## src/rtl/mem_access_unit.sv

```systemverilog
// RV32I memory-access stage: req/ack data bus, byte-lane steering, sign/zero extension,
// bus timeout and misalignment handling. Define MEM_MISALIGN_SPLIT_EN to split word-crossing accesses.
module mem_access_unit #(
    parameter int ADDR_W  = 17,
    parameter int TIMEOUT = 16
) (
    input  logic              clk,
    input  logic              rst,
    input  logic [6:0]        opcode,
    input  logic [2:0]        funct3,
    input  logic [31:0]       mem_addr,
    input  logic [31:0]       mem_reg_data,
    input  logic [4:0]        wd_i,
    input  logic              wreg_i,
    input  logic [31:0]       wdata_i,
    output logic [4:0]        wd_o,
    output logic              wreg_o,
    output logic [31:0]       wdata_o,
    output logic              stall_req_o,
    output logic              misalign_o,
    output logic              bus_err_o,
    output logic              mem_req_o,
    output logic              mem_we_o,
    output logic [ADDR_W-1:0] mem_addr_o,
    output logic [3:0]        mem_sel_o,
    output logic [31:0]       mem_wdata_o,
    input  logic              mem_ack_i,
    input  logic [31:0]       mem_rdata_i
);
    localparam logic [6:0] OP_LOAD  = 7'b0000011;
    localparam logic [6:0] OP_STORE = 7'b0100011;
    localparam int         CNT_W    = (TIMEOUT > 0) ? $clog2(TIMEOUT + 1) : 1;

    typedef enum logic [1:0] {IDLE, REQ1, REQ2} state_e;

    state_e            state_q, state_d;
    logic              req_q, req_d;
    logic              we_q, we_d;
    logic [ADDR_W-1:0] addr_q, addr_d;
    logic [3:0]        sel_q, sel_d;
    logic [31:0]       wdat_q, wdat_d;
    logic [CNT_W-1:0]  cnt_q, cnt_d;
    logic              split_q, split_d;
    logic [3:0]        sel2_q, sel2_d;
    logic [31:0]       hold_q, hold_d;

    logic        is_load, is_store, f3_ok, misal_raw, misal, do_split;
    logic [1:0]  a_lo;
    logic [3:0]  mask;
    logic [7:0]  sel8;
    logic [31:0] st_base, st_rot;
    logic [63:0] st_dbl, ld_src;
    logic [31:0] ld_sh, ld_ext;
    logic        unused_hi;

    assign unused_hi = ^mem_addr[31:ADDR_W];
    assign a_lo      = mem_addr[1:0];

    // Access decode and lane steering; store data is a rotate so aligned and split cases share one path.
    always_comb begin
        is_load  = (opcode == OP_LOAD);
        is_store = (opcode == OP_STORE);
        mask     = 4'b0000;
        st_base  = mem_reg_data;
        unique case (funct3[1:0])
            2'b00:   begin mask = 4'b0001; st_base = {4{mem_reg_data[7:0]}};  end
            2'b01:   begin mask = 4'b0011; st_base = {2{mem_reg_data[15:0]}}; end
            2'b10:   begin mask = 4'b1111; st_base = mem_reg_data;            end
            default: begin mask = 4'b0000; st_base = mem_reg_data;            end
        endcase
        if (is_load)
            f3_ok = (funct3 == 3'b000) || (funct3 == 3'b001) || (funct3 == 3'b010) ||
                    (funct3 == 3'b100) || (funct3 == 3'b101);
        else
            f3_ok = (funct3 == 3'b000) || (funct3 == 3'b001) || (funct3 == 3'b010);
        misal_raw = ((funct3[1:0] == 2'b01) && a_lo[0]) ||
                    ((funct3[1:0] == 2'b10) && (a_lo != 2'b00));
        sel8   = {4'b0000, mask} << a_lo;
        st_dbl = {st_base, st_base} << {a_lo, 3'b000};
        st_rot = st_dbl[63:32];
`ifdef MEM_MISALIGN_SPLIT_EN
        misal    = 1'b0;
        do_split = misal_raw && (sel8[7:4] != 4'b0000);
`else
        misal    = misal_raw;
        do_split = 1'b0;
`endif
    end

    // Load path: REQ2 merges the held first word so the same shift handles split loads.
    always_comb begin
        ld_src = (state_q == REQ2) ? {mem_rdata_i, hold_q} : {mem_rdata_i, mem_rdata_i};
        ld_sh  = 32'(ld_src >> {a_lo, 3'b000});
        unique case (funct3)
            3'b000:  ld_ext = {{24{ld_sh[7]}}, ld_sh[7:0]};
            3'b001:  ld_ext = {{16{ld_sh[15]}}, ld_sh[15:0]};
            3'b100:  ld_ext = {24'h0, ld_sh[7:0]};
            3'b101:  ld_ext = {16'h0, ld_sh[15:0]};
            default: ld_ext = ld_sh;
        endcase
    end

    always_comb begin
        state_d     = state_q;
        req_d       = req_q;
        we_d        = we_q;
        addr_d      = addr_q;
        sel_d       = sel_q;
        wdat_d      = wdat_q;
        cnt_d       = cnt_q;
        split_d     = split_q;
        sel2_d      = sel2_q;
        hold_d      = hold_q;
        wd_o        = wd_i;
        wreg_o      = wreg_i;
        wdata_o     = wdata_i;
        stall_req_o = 1'b0;
        misalign_o  = 1'b0;
        bus_err_o   = 1'b0;
        unique case (state_q)
            IDLE: begin
                if (is_load || is_store) begin
                    wreg_o = 1'b0;
                    if (f3_ok && misal) begin
                        misalign_o = 1'b1;
                    end else if (f3_ok) begin
                        stall_req_o = 1'b1;
                        req_d       = 1'b1;
                        we_d        = is_store;
                        addr_d      = {mem_addr[ADDR_W-1:2], 2'b00};
                        sel_d       = sel8[3:0];
                        sel2_d      = sel8[7:4];
                        wdat_d      = st_rot;
                        split_d     = do_split;
                        cnt_d       = '0;
                        state_d     = REQ1;
                    end
                end
            end
            REQ1, REQ2: begin
                stall_req_o = 1'b1;
                wreg_o      = 1'b0;
                if (mem_ack_i) begin
                    if (state_q == REQ1 && split_q) begin
                        hold_d  = mem_rdata_i;
                        addr_d  = addr_q + ADDR_W'(4);
                        sel_d   = sel2_q;
                        cnt_d   = '0;
                        state_d = REQ2;
                    end else begin
                        stall_req_o = 1'b0;
                        wreg_o      = wreg_i;
                        wdata_o     = is_load ? ld_ext : wdata_i;
                        req_d       = 1'b0;
                        state_d     = IDLE;
                    end
                end else if (TIMEOUT != 0 && cnt_q == CNT_W'(TIMEOUT)) begin
                    stall_req_o = 1'b0;
                    bus_err_o   = 1'b1;
                    req_d       = 1'b0;
                    state_d     = IDLE;
                end else begin
                    cnt_d = cnt_q + 1'b1;
                end
            end
            default: state_d = IDLE;
        endcase
        if (rst) begin
            wd_o        = '0;
            wreg_o      = 1'b0;
            wdata_o     = '0;
            stall_req_o = 1'b0;
            misalign_o  = 1'b0;
            bus_err_o   = 1'b0;
        end
    end

    always_ff @(posedge clk) begin
        if (rst) begin
            state_q <= IDLE;
            req_q   <= 1'b0;
            we_q    <= 1'b0;
            addr_q  <= '0;
            sel_q   <= '0;
            wdat_q  <= '0;
            cnt_q   <= '0;
            split_q <= 1'b0;
            sel2_q  <= '0;
            hold_q  <= '0;
        end else begin
            state_q <= state_d;
            req_q   <= req_d;
            we_q    <= we_d;
            addr_q  <= addr_d;
            sel_q   <= sel_d;
            wdat_q  <= wdat_d;
            cnt_q   <= cnt_d;
            split_q <= split_d;
            sel2_q  <= sel2_d;
            hold_q  <= hold_d;
        end
    end

    assign mem_req_o   = req_q;
    assign mem_we_o    = we_q;
    assign mem_addr_o  = addr_q;
    assign mem_sel_o   = sel_q;
    assign mem_wdata_o = wdat_q;

endmodule

```

## config.mk

```make
export PLATFORM = sky130hd
export DESIGN_NAME = mem_access_unit
export DESIGN_NICKNAME = d
export VERILOG_FILES = /design/src/rtl/mem_access_unit.sv
export SDC_FILE = /design/constraint.sdc
export NUM_CORES = 1
export LEC_CHECK = 0
export ABC_CLOCK_PERIOD_IN_PS = 2000
export CAP_MARGIN = 20
export CORE_ASPECT_RATIO = 1.5
export CORE_MARGIN = 2
export CORE_UTILIZATION = 37
export CTS_CLUSTER_SIZE = 28
export DETAILED_ROUTE_END_ITERATION = 8
export PLACE_DENSITY = 0.79
export SLEW_MARGIN = 20
export SYNTH_ARGS = -nofsm -noshare
export SYNTH_HDL_FRONTEND = slang
export SYNTH_SLANG_ARGS = --single-unit
```

## constraint.sdc

```tcl
create_clock -name clk -period 2 [get_ports clk]
set_input_delay 0.3 -clock clk [delete_from_list [all_inputs] [get_ports clk]]
set_output_delay 0.3 -clock clk [all_outputs]
set_load 0.02 [all_outputs]
```

# --- Word-level counts from Yosys, hierarchy flattened ---
# Index checks and enable logic that the tools add are counted.
totals:
  mem_count: 0
  regBits: 62
  output_inout_bits: 96
  ramBits: 0
  inputBits: 147
  elab_cells: 106
  mem_bits_ro: 0
  latchBits: 0
classes:
  add_sub_neg: 1
  n_mux: 55
  bitwise: 2
  n_mul: 0
  shift: 3
  n_eq_ne: 18
  n_lt_le_gt_ge: 0
  div_mod_pow: 0
  reduce_logical: 20
ops:
  columns: ["cell", "count"]
  rows:
  - ["32-bit 2-to-1 mux", 5]
  - ["32-bit one-hot mux with 4 select lines", 1]
  - ["17-bit 2-to-1 mux", 4]
  - ["32-bit one-hot mux with 2 select lines", 1]
  - ["64-bit by 5-bit << shifter with 64-bit output", 1]
  - ["64-bit by 5-bit right shift with 32-bit output", 1]
  - ["5-bit 2-to-1 mux", 6]
  - ["1-bit 2-to-1 mux", 23]
  - ["4-bit 2-to-1 mux", 4]
  - ["4-bit one-hot mux with 3 select lines", 1]
  - ["6-bit AND reduction", 2]
  - ["2-bit 2-to-1 mux", 5]
  - ["2-bit != test, second input constant", 5]
  - ["5-bit one-hot mux with 2 select lines", 1]
  - ["4-bit AND reduction", 2]
  - ["7-bit by 2-bit == test with 1-bit output, second input constant", 1]
  - ["7-bit by 6-bit == test with 1-bit output, second input constant", 1]
  - ["3-bit == test, second input constant", 2]
  - ["1-bit logical OR", 6]
  - ["3-bit != test, second input constant", 2]
  - ["1-bit one-hot mux with 2 select lines", 3]
  - ["5-bit by 1-bit adder with 5-bit output, second input constant", 1]
  - ["5-bit == test, second input constant", 1]
  - ["5-bit AND reduction", 1]
  - ["other kinds (12)", 19]

# --- Longest topological paths before layout ---
depth:
  depth_word: 11
  ltp_mapped: 10
  ltp_nobuf: 7

# --- Least setup slack after synthesis ---
# Ideal clock, no wire load.
synth_path:
  kind: "input-to-output"
  from: "in funct3[0]"
  to: "out wdata_o[22]"
  path_slack_ns: -0.178
  cell_stages: 9
  arrival_ns: 1.878
  path_buffers: 4
  path_cell_list: "inv_1 -> ha_1 -> buf_2 -> nor2_2 -> buf_4 -> buf_2 -> buf_2 -> o211ai_1 -> a31oi_1"
synth_via:
  elab_chain_cells: 6
synth_rtl:
  columns: ["element", "line_no", "rtl"]
  rows:
  - ["start: declaration", "10", "input logic [2:0] funct3,"]
  - ["3-bit == test, or another cell as far along", "94", "unique case (funct3)"]
  - ["32-bit one-hot mux with 4 select lines (*)", "94", null]
  - ["32-bit 2-to-1 mux (*)", "153", "wdata_o = is_load ? ld_ext : wdata_i;"]
  - ["32-bit 2-to-1 mux (*)", "143", "if (mem_ack_i) begin"]
  - ["32-bit 2-to-1 mux (*)", "120", "unique case (state_q)"]
  - ["32-bit 2-to-1 mux (*)", "168", "if (rst) begin"]
  - ["end: declaration", "18", "output logic [31:0] wdata_o,"]
# Every way passes the cells marked *; elsewhere a longest branch is shown, timed or not.

# --- Final worst setup path ---
layout_path:
  from: "in opcode[4]"
  to: "out wdata_o[16]"
layout_via:
  elab_chain_cells: 5
layout_rtl:
  columns: ["element", "line_no", "rtl"]
  rows:
  - ["start: declaration", "9", "input logic [6:0] opcode,"]
  - ["7-bit by 2-bit == test with 1-bit output", "61", "is_load = (opcode == OP_LOAD);"]
  - ["32-bit 2-to-1 mux", "153", null]
  - ["32-bit 2-to-1 mux", "143", null]
  - ["32-bit 2-to-1 mux", "120", null]
  - ["32-bit 2-to-1 mux", "168", null]
# No other way between the ends.

==> run_results.csv <==
group,metric,value,unit
clocking,cts_max_level,3,
yosys,mappedNetlistArea,0.00471,mm²
flow_run,drv.max_cap_violation_count,0,
global_route,first_pass_grt_wire_length,29.5,mm
floorplan,top_level_ports,243,
clocking,cts_tree,"yes",
sta,setup_viol,18,
detailed_routing,vias,5983,
floorplan,core_region_area,0.0124,mm²
sta,postLayoutSetupSlackWorst,-0.0710,ns
global_route,grt_remaining_overflow,0,
sta,worst_hold_check_slack,0.405,ns
sta,timing_max_transition_violations_final,0,
floorplan,die_h,142,µm
floorplan,num_rows,50,
setup_path,r2r_setup_slack,0.21,ns
clocking,clk_latency,0.33,ns
power,share_seq_of_total_power,29.1,%
power,intPower,2.90,mW
status,status,"finished, violations left",
setup_path,crit_arrival,1.77,ns
power,static_leakage,3.16,nW
yosys,synth_top_area_share,24.6,%
status,violated_checks,"negative setup slack",
sta,rsz0062_at_grt,"true",
floorplan,initial_core_utilization,37.9,%
yosys,ys_warn_count,0,
yosys,synth.ff_latch_count,58,
yosys,post_synth.cell_area_avg,7.73,µm²
clocking,clockBufferDepth,2,
power,power.share.clock,41.0,%
power,power.switching,1.10,mW
yosys,synth_area_leader_cell,"sky130_fd_sc_hd__dfxtp_1",
yosys,synth_commonest_cells,"sky130_fd_sc_hd__nand2_1 (83), sky130_fd_sc_hd__a21oi_1 (69), sky130_fd_sc_hd__dfxtp_1 (58), sky130_fd_sc_hd__nor2_1 (52), sky130_fd_sc_hd__a211oi_1 (41)",
global_route,grt_pass1_vias,5937,
yosys,synth_seq_area_share,24.6,%
yosys,postSynth.topFlopCell,"sky130_fd_sc_hd__dfxtp_1",
clocking,clockRootBuffer,"sky130_fd_sc_hd__clkbuf_16",
placement,placedInstanceArea,0.00761,mm²
clocking,cts.clk_slew.worst_paths,0.05,ns
power,p_comb_share,29.9,%
setup_path,cp_startpoint_kind,"primary input",
yosys,async_flop_share,0,%
detailed_routing,avgViaCountPerCell,5.74,
setup_path,crit_fanout,6,
cells_and_area,post_route_cells_drive_above_1_share,27.6,%
detailed_routing,wirelength,19.4,mm
setup_path,required_time_of_the_worst_setup_path,1.70,ns
detailed_routing,wire_per_inst,18.6,µm
setup_path,reg2reg_to,"mem_sel_o[0]",
setup_path,rr_startpoint,"mem_req_o",
clocking,tritoncts_buffers,9,
placement,dp_hpwl,14.2,mm
detailed_routing,detailed_routing_iterations_pass_1,5,
floorplan,dieWidth,96.2,µm
detailed_routing,ant_nets,0,
placement,port_buffers,225,
sta,hold_viol,0,
sta,finalSetupTns,-0.632,ns
clocking,clock_sink_count,58,
detailed_routing,detail_route.drc_violations,0,
sta,post-route-min-period,2.07,ns
yosys,most_area_consuming_cells_after_synthesis,"sky130_fd_sc_hd__dfxtp_1 (25%), sky130_fd_sc_hd__mux4_2 (8.6%), sky130_fd_sc_hd__a21oi_1 (7.3%), sky130_fd_sc_hd__nand2_1 (6.6%), sky130_fd_sc_hd__a211oi_1 (6.5%)",
power,power.density_cell_area,485,mW/mm²
power,fin_total_pwr,4.00,mW
global_route,grt_antenna_before_repair,0,
power,swShare,27.5,%
sta,highest_clock_frequency_the_design_can_meet,0.483,GHz
setup_path,worstSetupEndpointType,"output pin",
hold_path,hold_class,"in -> reg",
power,vdd_ir_drop_max,0.410,mV
cells_and_area,diodes,0,
yosys,synth-edff-count,0,
yosys,synth_cell_types,51,
cells_and_area,finish.net_count,1035,
global_route,grt_max_degree,52,
yosys,post-synth-top-count-cell,"sky130_fd_sc_hd__nand2_1",
placement,gpl.final_weighted_congestion,0.880,
setup_path,worst_r2r_path_depth,7,
global_route,global_route.usage.total,27.6,%
sta,timing.final.crit_share,104,%
detailed_routing,drt_iter0_markers,364,
yosys,post_synth_inst_count,610,
setup_path,critical_path_class,"in -> out",
hold_path,worstHoldStart,"rst",
floorplan,design.die.area,0.0137,mm²
cells_and_area,layout.cell_area.non_filler,0.00825,mm²
hold_path,hold_path_end,"mem_sel_o[0]",
hold_path,timing.hold.worst_path_depth,2,
clocking,hold_buffers,0,
cells_and_area,layout-area-overhead-vs-synth,75.1,%
sta,timing.clock.skew,0.00585,ns
[final cells by class]
cell class,instances,area [µm²]
Clock inverter,5,77.6
Clock buffer,11,243
Tap cell,156,195
Inverter,7,26.3
Sequential cell,58,1160
Timing Repair Buffer,324,3050
Fill cell,974,4200
Multi-Input combinational cell,482,3500
[sequential cells by signal (all words and copies together) (netlist names)]
register / count
cnt_q: 5
mem_addr_o: 15
mem_req_o: 1
mem_wdata_o: 32
mem_we_o: 1
mem_sel_o: 4
[power by group through the flow]
stage          Combinational [mW]  Sequential, mW  Clock [mW]
2_1_floorplan               0.555            1.19           0
3_3_place_gp                 1.10            1.19           0
3_5_place_dp                 1.13            1.19           0
5_1_grt                      1.27            1.16        1.69
4_1_cts                      1.16            1.16        1.65
6_report                     1.20            1.16        1.64
[placed cells by master, fill, tap and decap left out, drive strengths merged, types with 3 or more instances in the layout]
master,synthesis,layout
nand2b,3,3
dfxtp,58,58
and2,3,3
a22o,7,7
a21oi,69,69
inv,7,7
clkdlybuf4s15,0,4
buf,33,140
xor2,3,3
mux4,18,18
nor2,54,55
ha,6,6
o21ai,22,22
o2111a,4,4
mux2i,26,26
a32oi,5,5
dlygate4sd2,0,4
o211ai,8,8
o31ai,5,5
a22oi,12,12
a31oi,12,12
dlymetal6s2s,0,3
nand3,23,23
clkdlybuf4s50,0,168
a211oi,41,41
o31a,3,3
clkbuf,32,16
o21bai,16,16
nor3,18,18
a211o,4,4
mux2,7,7
nor2b,6,6
nand2,83,83
[worst max-delay path by stage]
stage | start | endpoint | slack, ns
after floorplan | funct3[0] | wdata_o[22] | -0.05
after global placement | funct3[0] | wdata_o[17] | -0.83
after detailed placement | funct3[0] | wdata_o[17] | -0.87
after CTS | mem_req_o | wdata_o[17] | -0.12
after global routing | mem_req_o | wdata_o[16] | -0.14
final | opcode[4] | wdata_o[16] | -0.07
[cell families (layout without fill, tap and decap cells)]
kind of cell               after synthesis  in the layout  synth area share (%)
AOI/OAI and AO/OA                      215            215                  30.3
and+or+nand+nor                        204            205                  19.8
buffers and inverters                   72            347                  7.22
DFF                                     58             58                  24.6
muxes                                   51             51                  15.8
adders and majority gates                6              6                  1.59
xor gates and xnor gates                 3              3                 0.558
other                                    1              2                0.0796
[repair_timing]
| item | CTS | global route |
|---|---|---|
| gates resized for setup | 256 | 39 |
| endpoints found under the setup margin | 94 | 64 |
| setup buffers | 9 | 8 |
| pin swaps | 17 | 12 |
| cloned | 3 | 1 |
[worst max-delay path: stages]
cell	delay, ns
sky130_fd_sc_hd__clkdlybuf4s15_1	0.22
sky130_fd_sc_hd__nor2_1	0.15
sky130_fd_sc_hd__nand3_2	0.11
sky130_fd_sc_hd__nor3_4	0.23
sky130_fd_sc_hd__buf_6	0.20
sky130_fd_sc_hd__buf_6	0.13
sky130_fd_sc_hd__o21bai_1	0.07
sky130_fd_sc_hd__a31oi_1	0.17
sky130_fd_sc_hd__buf_2	0.19
[routing by layer]
metal	track usage [%]	vias to the layer above	wire [µm]
li1	-	2815	-
met4	15.2	0	877
met2	50.7	271	10500
met1	28.8	2848	6850
met3	4.45	49	1190
met5	0	-	0
[through the flow]
step	utilization [%]	instances	setup WS (ns)
2_1_floorplan	-	611	-0.0538
3_3_place_gp	61.1	1008	-0.835
3_5_place_dp	61.1	1008	-0.868
4_1_cts	65.1	1035	-0.120
5_1_grt	66.3	1043	-0.139
6_report	66.3	1043	-0.0710
Power figures use the tool's default switching activity.
==> RTL change: new RTL, same settings <==
Add a define of `MEM_MISALIGN_SPLIT_EN`.
--- a/src/rtl/mem_access_unit.sv
+++ b/src/rtl/mem_access_unit.sv
@@ -1,4 +1,6 @@
 // RV32I memory-access stage: req/ack data bus, byte-lane steering, sign/zero extension,
 // bus timeout and misalignment handling. Define MEM_MISALIGN_SPLIT_EN to split word-crossing accesses.
+`define MEM_MISALIGN_SPLIT_EN
+
 module mem_access_unit #(
     parameter int ADDR_W  = 17,
Function: changed (Yosys sat finds a counterexample within 4 cycles, from zero or initial values and one cycle with rst high).
==> RTL change against the unedited design <==
The run still ends with setup timing left. Maximum frequency shrank 31%. Final area grew 59%. Register-to-register slack lost 0.82 ns. Total power grew 64%. Routed wire length grew 81%. Die area grew 50%. Area after synthesis grew 52%. Worst setup slack lost 0.91 ns. Sequential cell count grew 38. Critical endpoint is now wdata_o[28]. Largest power group is now combinational cells.
==> RTL change: results (changes against the unedited design) <==
- The run finished, with violations left.
- The checks that failed: setup timing.
- Cell area after placement: 11100 sq um (+46%)
* Dominant cells by area after synthesis: dfxtp_1 (27%), a21oi_1 (9.5%), mux4_2 (7.8%)
- The first-pass GRT wire length is 47600 um (+62%).
* DRC violation total after the first TritonRoute iteration: 1267 (+250%)
- The fraction of final layout cells sized beyond drive strength 1 came to 39.8% (+12 points).
- The commonest cells after synthesis are a21oi_1 (136), nand2_1 (122), dfxtp_1 (96).
- The global placement routability congestion was 0.912 (+3.7%).
- The worst-case setup slack after placement is -0.975 ns (-0.107 ns).
* Port buffer count: 224 (-0.44%)
- Internal portion of total power: 4.38 mW (+51%)
* CP Class: reg2out
* Setup repair bufs after CTS: 36 (+27)
- The stage delay of the slowest cell on the critical path came to 0.54 ns (+0.31 ns).
* Synth unique cells: 61 (+20%)
* Clk_lat worst skew: 0.36 ns (+0.03 ns)
- The area taken by multi-input logic gates was 5990 sq um (+71%).
- The number of endpoints failing setup at the final stage was 94 (+76).
- Syn_area_per_cell: 7.88 sq um (+2.0%)
- The largest fanout on the critical path came to 5 (-1).
- The post-cts resize count is 317 (+24%).
- Leak pwr: 4.96 nW (+57%)
- Worst clock skew: 0.00873 ns (+0.00288 ns)
- The number of global-route vias before repair is 8950 (+51%).
* Filler instances: 1285 (+32%)
- Max IR drop VDD: 0.000429 V (+4.6%)
* Pin count of the biggest net entering global routing: 43 (-17%)
- The final setup TNS is -40.59 ns (-39.96 ns).
- Final Worst Setup Slack: -0.986 ns (-0.915 ns)
* Via-to-Cell Ratio: 6.13 (+6.9%)
RTL change: changes by cell type in the layout (fill, tap and decap cells not counted), moves of 16 or more:
cell / before / now
buf_12: 5 / 23
clkdlybuf4s50_1: 168 / 184
a211oi_1: 30 / 11
mux2_4: 0 / 30
dfxtp_1: 57 / 94
buf_6: 26 / 70
nand2_1: 82 / 106
a21oi_1: 54 / 116
o21ai_0: 20 / 42
buf_4: 98 / 152
RTL change: final cells by class:
cell class,instances,area share [%]
diodes,3,0.0571
clock buffers,10,1.74
clock inverters,6,0.685
inverters,19,0.666
multi-input cells,714,45.6
flip-flops and latches,96,14.7
well taps,256,2.44
repair buffers,445,34.1
RTL change: power by group through the flow:
stage	combinational, mW	sequential [mW]	clock (mW)
after floorplan	0.953	2.09	0
after global placement	1.88	2.04	0
after detailed placement	1.91	2.04	0
after CTS	2.23	2.00	1.94
after global routing	2.72	2.02	2.05
final	2.61	2.01	1.95
RTL change: cells by family (layout without fill, tap and decap cells):
| family | Yosys count | count (layout) | synth area share (%) |
|---|---|---|---|
| DFF | 96 | 96 | 26.8 |
| muxes | 98 | 98 | 18.7 |
| buffers and inverters | 103 | 480 | 6.52 |
| adders and majority gates | 14 | 14 | 2.44 |
| AOI/OAI and AO/OA | 309 | 309 | 26.7 |
| other | 1 | 6 | 0.0522 |
| and+or+nand+nor | 290 | 290 | 18.9 |
RTL change: final timing paths:
kind	to	slack [ns]
setup / recovery	wdata_o[28]	-0.99
hold / removal	mem_addr_o[10]	0.44
setup reg to reg	state_q[1]	-0.61
hold reg to reg	hold_q[8]	0.45
RTL change: metal layers:
metal,vias up,part of all wire [%],track usage (%)
met1,4464,35,32.2
met4,0,7.2,17.2
li1,4125,-,-
met2,703,50,50.7
met3,206,8.1,5.22
met5,-,0,0
